<file path="src/rtl/instruction_fetch_unit.sv">
// ---------------------------------------------------------------------------
// instruction_fetch_unit
//
// Purpose: fetches instructions from a synchronous ROM with one cycle read
// latency and presents them to the IF/ID stage through a small circular
// fetch buffer with a valid/ready handshake. A taken branch or jump
// (redirect) flushes the buffer and any read still in flight, then restarts
// fetching at the new address.
//
// Ports:
//   clk            single clock, all state changes on the rising edge
//   reset          synchronous, active-high reset
//   imem_en        ROM read strobe (one read is issued per strobe)
//   imem_addr      ROM address, the low ADDR_B bits of the fetch PC
//   imem_rdata     ROM data, valid the cycle after a strobe
//   redirect_valid branch/jump taken, flush and restart at redirect_pc
//   redirect_pc    new fetch address
//   out_valid      an instruction is presented to IF/ID
//   out_ready      IF/ID accepts the presented instruction (low = stall)
//   out_instr      presented instruction
//   out_pc         address of out_instr
//   out_pc_plus    out_pc + PC_STEP
//   pc_debug       next fetch PC (registered)
//
// BUF_DEPTH must be at least 2 to sustain one instruction per cycle.
// ---------------------------------------------------------------------------
module instruction_fetch_unit #(
  parameter int                 WIDTH_B   = 32,
  parameter int                 ADDR_B    = 10,
  parameter int                 PC_STEP   = 1,
  parameter logic [WIDTH_B-1:0] RESET_PC  = '0,
  parameter int                 BUF_DEPTH = 2
) (
  input  logic               clk,
  input  logic               reset,
  output logic               imem_en,
  output logic [ADDR_B-1:0]  imem_addr,
  input  logic [WIDTH_B-1:0] imem_rdata,
  input  logic               redirect_valid,
  input  logic [WIDTH_B-1:0] redirect_pc,
  output logic               out_valid,
  input  logic               out_ready,
  output logic [WIDTH_B-1:0] out_instr,
  output logic [WIDTH_B-1:0] out_pc,
  output logic [WIDTH_B-1:0] out_pc_plus,
  output logic [WIDTH_B-1:0] pc_debug
);

  localparam int                 PTR_W    = (BUF_DEPTH > 1) ? $clog2(BUF_DEPTH) : 1;
  localparam int                 CNT_W    = $clog2(BUF_DEPTH + 1);
  localparam logic [WIDTH_B-1:0] STEP     = WIDTH_B'(PC_STEP);
  localparam logic [PTR_W-1:0]   LAST_PTR = PTR_W'(BUF_DEPTH - 1);
  localparam logic [CNT_W:0]     DEPTH_W  = (CNT_W + 1)'(BUF_DEPTH);

  logic [WIDTH_B-1:0] fetch_pc_q, fetch_pc_d;
  logic               inflight_q, inflight_d;
  logic [WIDTH_B-1:0] tag_q, tag_d;
  logic [PTR_W-1:0]   head_q, head_d;
  logic [PTR_W-1:0]   tail_q, tail_d;
  logic [CNT_W-1:0]   count_q, count_d;

  logic [WIDTH_B-1:0] instr_q [BUF_DEPTH];
  logic [WIDTH_B-1:0] instr_d [BUF_DEPTH];
  logic [WIDTH_B-1:0] pc_q    [BUF_DEPTH];
  logic [WIDTH_B-1:0] pc_d    [BUF_DEPTH];
  logic [WIDTH_B-1:0] pcp_q   [BUF_DEPTH];
  logic [WIDTH_B-1:0] pcp_d   [BUF_DEPTH];

  logic               pop;
  logic               push;
  logic               issue;
  logic [CNT_W:0]     occupancy;
  logic [CNT_W:0]     issue_limit;

  function automatic logic [PTR_W-1:0] next_ptr(input logic [PTR_W-1:0] ptr);
    return (ptr == LAST_PTR) ? '0 : ptr + PTR_W'(1);
  endfunction

  assign out_valid   = (count_q != '0) && !reset;
  assign pop         = out_valid && out_ready;
  assign push        = inflight_q;

  // An in-flight read already owns a buffer slot, so it is counted as
  // occupied; a pop this cycle frees one slot. Comparing against
  // BUF_DEPTH + pop avoids a subtraction that could underflow.
  assign occupancy   = {1'b0, count_q} + {{CNT_W{1'b0}}, inflight_q};
  assign issue_limit = DEPTH_W + {{CNT_W{1'b0}}, pop};
  assign issue       = !reset && !redirect_valid && (occupancy < issue_limit);

  assign imem_en     = issue;
  assign imem_addr   = fetch_pc_q[ADDR_B-1:0];
  assign pc_debug    = fetch_pc_q;

  assign out_instr   = instr_q[head_q];
  assign out_pc      = pc_q[head_q];
  assign out_pc_plus = pcp_q[head_q];

  always_comb begin
    fetch_pc_d = fetch_pc_q;
    inflight_d = inflight_q;
    tag_d      = tag_q;
    head_d     = head_q;
    tail_d     = tail_q;
    count_d    = count_q;
    for (int i = 0; i < BUF_DEPTH; i++) begin
      instr_d[i] = instr_q[i];
      pc_d[i]    = pc_q[i];
      pcp_d[i]   = pcp_q[i];
    end

    if (redirect_valid) begin
      // Flush: the head may still be popped this cycle (IF/ID samples it),
      // but the returning read data and all buffered entries are dropped.
      fetch_pc_d = redirect_pc;
      inflight_d = 1'b0;
      head_d     = '0;
      tail_d     = '0;
      count_d    = '0;
    end else begin
      if (push) begin
        instr_d[tail_q] = imem_rdata;
        pc_d[tail_q]    = tag_q;
        pcp_d[tail_q]   = tag_q + STEP;
        tail_d          = next_ptr(tail_q);
      end
      if (pop) begin
        head_d = next_ptr(head_q);
      end
      case ({push, pop})
        2'b10:   count_d = count_q + CNT_W'(1);
        2'b01:   count_d = count_q - CNT_W'(1);
        default: count_d = count_q;
      endcase

      inflight_d = issue;
      if (issue) begin
        tag_d      = fetch_pc_q;
        fetch_pc_d = fetch_pc_q + STEP;
      end
    end
  end

  // Buffer contents are cleared on reset so the presented outputs read as
  // zero until the first instruction arrives.
  always_ff @(posedge clk) begin
    if (reset) begin
      fetch_pc_q <= RESET_PC;
      inflight_q <= 1'b0;
      tag_q      <= '0;
      head_q     <= '0;
      tail_q     <= '0;
      count_q    <= '0;
      for (int i = 0; i < BUF_DEPTH; i++) begin
        instr_q[i] <= '0;
        pc_q[i]    <= '0;
        pcp_q[i]   <= '0;
      end
    end else begin
      fetch_pc_q <= fetch_pc_d;
      inflight_q <= inflight_d;
      tag_q      <= tag_d;
      head_q     <= head_d;
      tail_q     <= tail_d;
      count_q    <= count_d;
      for (int i = 0; i < BUF_DEPTH; i++) begin
        instr_q[i] <= instr_d[i];
        pc_q[i]    <= pc_d[i];
        pcp_q[i]   <= pcp_d[i];
      end
    end
  end

endmodule
</file>
<file path="config.mk">
export PLATFORM = sky130hd
export DESIGN_NAME = instruction_fetch_unit
export DESIGN_NICKNAME = d
export VERILOG_FILES = /design/src/rtl/instruction_fetch_unit.sv
export SDC_FILE = /design/constraint.sdc
export NUM_CORES = 1
export LEC_CHECK = 0
export ABC_AREA = 0
export BUFFER_PORTS_ARGS = -buffer_cell sky130_fd_sc_hd__buf_2
export CAP_MARGIN = 0
export CORE_UTILIZATION = 45
export DETAILED_ROUTE_END_ITERATION = 6
export PLACE_DENSITY = 0.8
export SYNTH_ARGS = -nofsm -noshare
export SYNTH_HDL_FRONTEND = slang
export SYNTH_SLANG_ARGS = --single-unit
</file>
<file path="constraint.sdc">
create_clock -name clk -period 2.16 [get_ports clk]
set_input_delay 0.324 -clock clk [delete_from_list [all_inputs] [get_ports clk]]
set_output_delay 0.324 -clock clk [all_outputs]
set_load 0.02 [all_outputs]
</file>
==> results.toml <==
[run_status]
status = "finished with violations"
violations = "negative setup slack"

[finish]
fin_util_pct = 58.82
final_net_count = 1685
nFillCells = 2134
synthToLayoutAreaGrowth_pct = 28.55
drive_above_1_share_pct = 28.86

[flow_run]
drv_cap = 0

[worst_setup_path]
startpoint_type = "register"
arrival_ns = 1.92
cp-end-kind = "output port"
worst-endpoint-required_ns = 1.84
critPathKind = "reg -> out"
crit_fanout = 2

[sta]
fin_ws_ns = -0.08356
finalMaxSlewViolations = 0
finalSetupTns_ns = -0.1771
fin_crit_ns = 2.244
setup_violations = 7
worst_pin_slew_ns = 0.6715
fmax_mhz = 445.7
fin_crit_sh_pct = 103.9
hold_viol = 0
skew_ns = 0.02832
grt_setup_unrepaired = "true"
slew_headroom_pct = 55.23

[synthesis]
synthTopCellsByArea = "dfxtp_1 46%, nand2_1 12%, mux2_2 9.7%, a21oi_1 8.7%, clkbuf_1 3.3%"
yosys.cell_count.top_type = "nand2_1"
synth_edf_count = 0
yosys_warnings = 0
ys.flop_type = "dfxtp_1"
synth_top_area_share_pct = 45.52
ys_seq_area_share_pct = 45.52
synth_cell_types = 52
synth_common_cells = "359 x nand2_1, 262 x dfxtp_1, 201 x a21oi_1, 102 x clkbuf_1, 99 x mux2_2"
ys_ff_latch = 262
synthCells = 1406
yosysTopAreaCell = "dfxtp_1"
avgSynthCellArea_um2 = 8.195
syn_nets = 1479
async_reset_ff_share_pct = 0
synth_area_um2 = 11520

[die]
rows = 58
fp.dieH_um = 162.0
die_w_um = 162.0
dieArea_um2 = 26250
start_util_pct = 45.76
ioPinCount = 208
core_area_um2 = 25180

[routing]
firstDrtPassIters = 5
drt_iter0_drc = 889
drcViolationCount = 0
wl_per_cell_um = 17.42
drtAntennaViolNets = 0
viasPerCell = 5.577
routed_wl_um = 34190
via_count = 10950

[grt]
antenna_found_initial = 1
grt_overflow = 0
grt_pass1_vias = 10070
grt_usage_pct = 24.04
grt_max_degree = 154
grt_pass1_wl_um = 51130

[place]
gp_congestion = 0.8425
portBuffers = 207
dpl.hpwl_um = 20680

[pwr]
pwr_density_cell_nw_per_um2 = 743.2
total_power_uw = 11010
cellLeakagePower_uw = 0.005846
ir_worst_vdd_mv = 0.5969

[clocking]
root_buffer = "clkbuf_16"
clk_latency_ns = 0.56
htree_levels = 1
cts_tree = "done"
cts-buffers-inserted = 28
cts_buffer_depth = 3
clk_pin_slew_worst_paths_ns = 0.06
cts_sinks = 262

[hold_path]
hold_path.class = "in -> reg"
==> critical path, stage by stage, from the launching register on <==
cell     delay [ns]
dfxtp_2        0.34
ha_4           0.16
ha_4           0.26
nor2_4         0.04
buf_6          0.10
a31o_4         0.23
nand2_4        0.08
inv_4          0.04
buf_6          0.12
==> layout make-up <==
cell class	count	area (um^2)	share of cell area [%]
antenna	1	2.502	0.01689
timing repair buffer	303	2276	15.37
multi-input combinational	1003	5861	39.57
clock inverter	11	170.2	1.149
inverter	14	55.05	0.3717
tap	330	412.9	2.788
clock buffer	39	782.0	5.280
sequential	262	5253	35.46
==> cell families after synthesis <==
group / count (synthesis) / synth area share (%)
buffers and inverters: 141 / 5.060
AO/OA/AOI/OAI: 307 / 15.18
XOR/XNOR: 44 / 3.345
flip-flops: 262 / 45.52
AND/OR/NAND/NOR: 547 / 20.59
adder cells (fa/ha/maj): 5 / 0.5429
multiplexers: 100 / 9.762
==> per-stage QoR <==
| step | setup slack (ns) | std cells | area [um^2] | hold slack, ns |
|---|---|---|---|---|
| 6_report | -0.08356 | 1963 | 14810 | 0.01284 |
| 5_1_grt | -0.1231 | 1962 | 14810 | 0.01783 |
| 4_1_cts | -0.08538 | 1944 | 14310 | 0.006695 |
| 3_5_place_dp | -0.02814 | 1885 | 13170 | 0.4439 |
| 3_3_place_gp | 0.01541 | 1885 | 13170 | 0.4379 |
| 2_1_floorplan | 0.007632 | 1406 | 11530 | 0.4329 |
==> registers in the layout, indices dropped and copies added (netlist names), named ones only <==
name / cells
instr_q: 64
head_q: 1
tail_q: 1
count_q: 2
pcp_q: 64
inflight_q: 1
tag_q: 32
pc_q: 64
pc_debug: 32
==> path summary, 6_finish.rpt <==
| kind | cells past startpoint | end | slack (ns) | start |
|---|---|---|---|---|
| hold reg to reg | 2 | instr_q[0][31] | 0.45 | instr_q[0][31] |
| setup reg to reg | 8 | pc_debug[27] | -0.03 | count_q[0] |
| hold / removal | 3 | pc_debug[14] | 0.01 | redirect_pc[14] |
| setup / recovery | 8 | imem_en | -0.08 | count_q[0] |
==> power breakdown <==
group          internal [uW]  switching (uW)  total (uW)
clock                   3000            1970        4970
combinational            383             594         977
sequential              4950             112        5070
==> layout by cell type, fill, tap and decap left out, drive strengths merged, types with 5 or more instances in the layout <==
master / count
ha: 5
and3: 7
or3: 7
a31oi: 5
inv: 14
clkinv: 7
mux2: 99
xor2: 29
clkbuf: 47
nand2: 360
a311oi: 6
nand3: 28
a211oi: 32
dfxtp: 262
nor4: 17
xnor2: 15
buf: 291
nor3: 7
nand4: 22
a21oi: 201
and4: 12
o21ai: 39
nor2: 77
==> metal layers <==
layer / part of all wire, % / vias to the layer above / global-route usage (%)
met2: 47 / 438 / 38.82
li1: - / 5224 / -
met1: 42 / 5216 / 30.85
met3: 8.4 / 70 / 5.924
met4: 3.1 / 0 / 9.262
met5: 0 / - / 0
==> timing repair <==
action / CTS / global route
pin swaps: 4 / 1
cloned: 1 / 10
buffers inserted: 4 / 8
endpoints found under the setup margin: 92 / 91
endpoints found under the hold margin: 4 / 0
hold buffers: 4 / 0
resized for setup: 20 / 69
(Power assumes the default switching activity.)
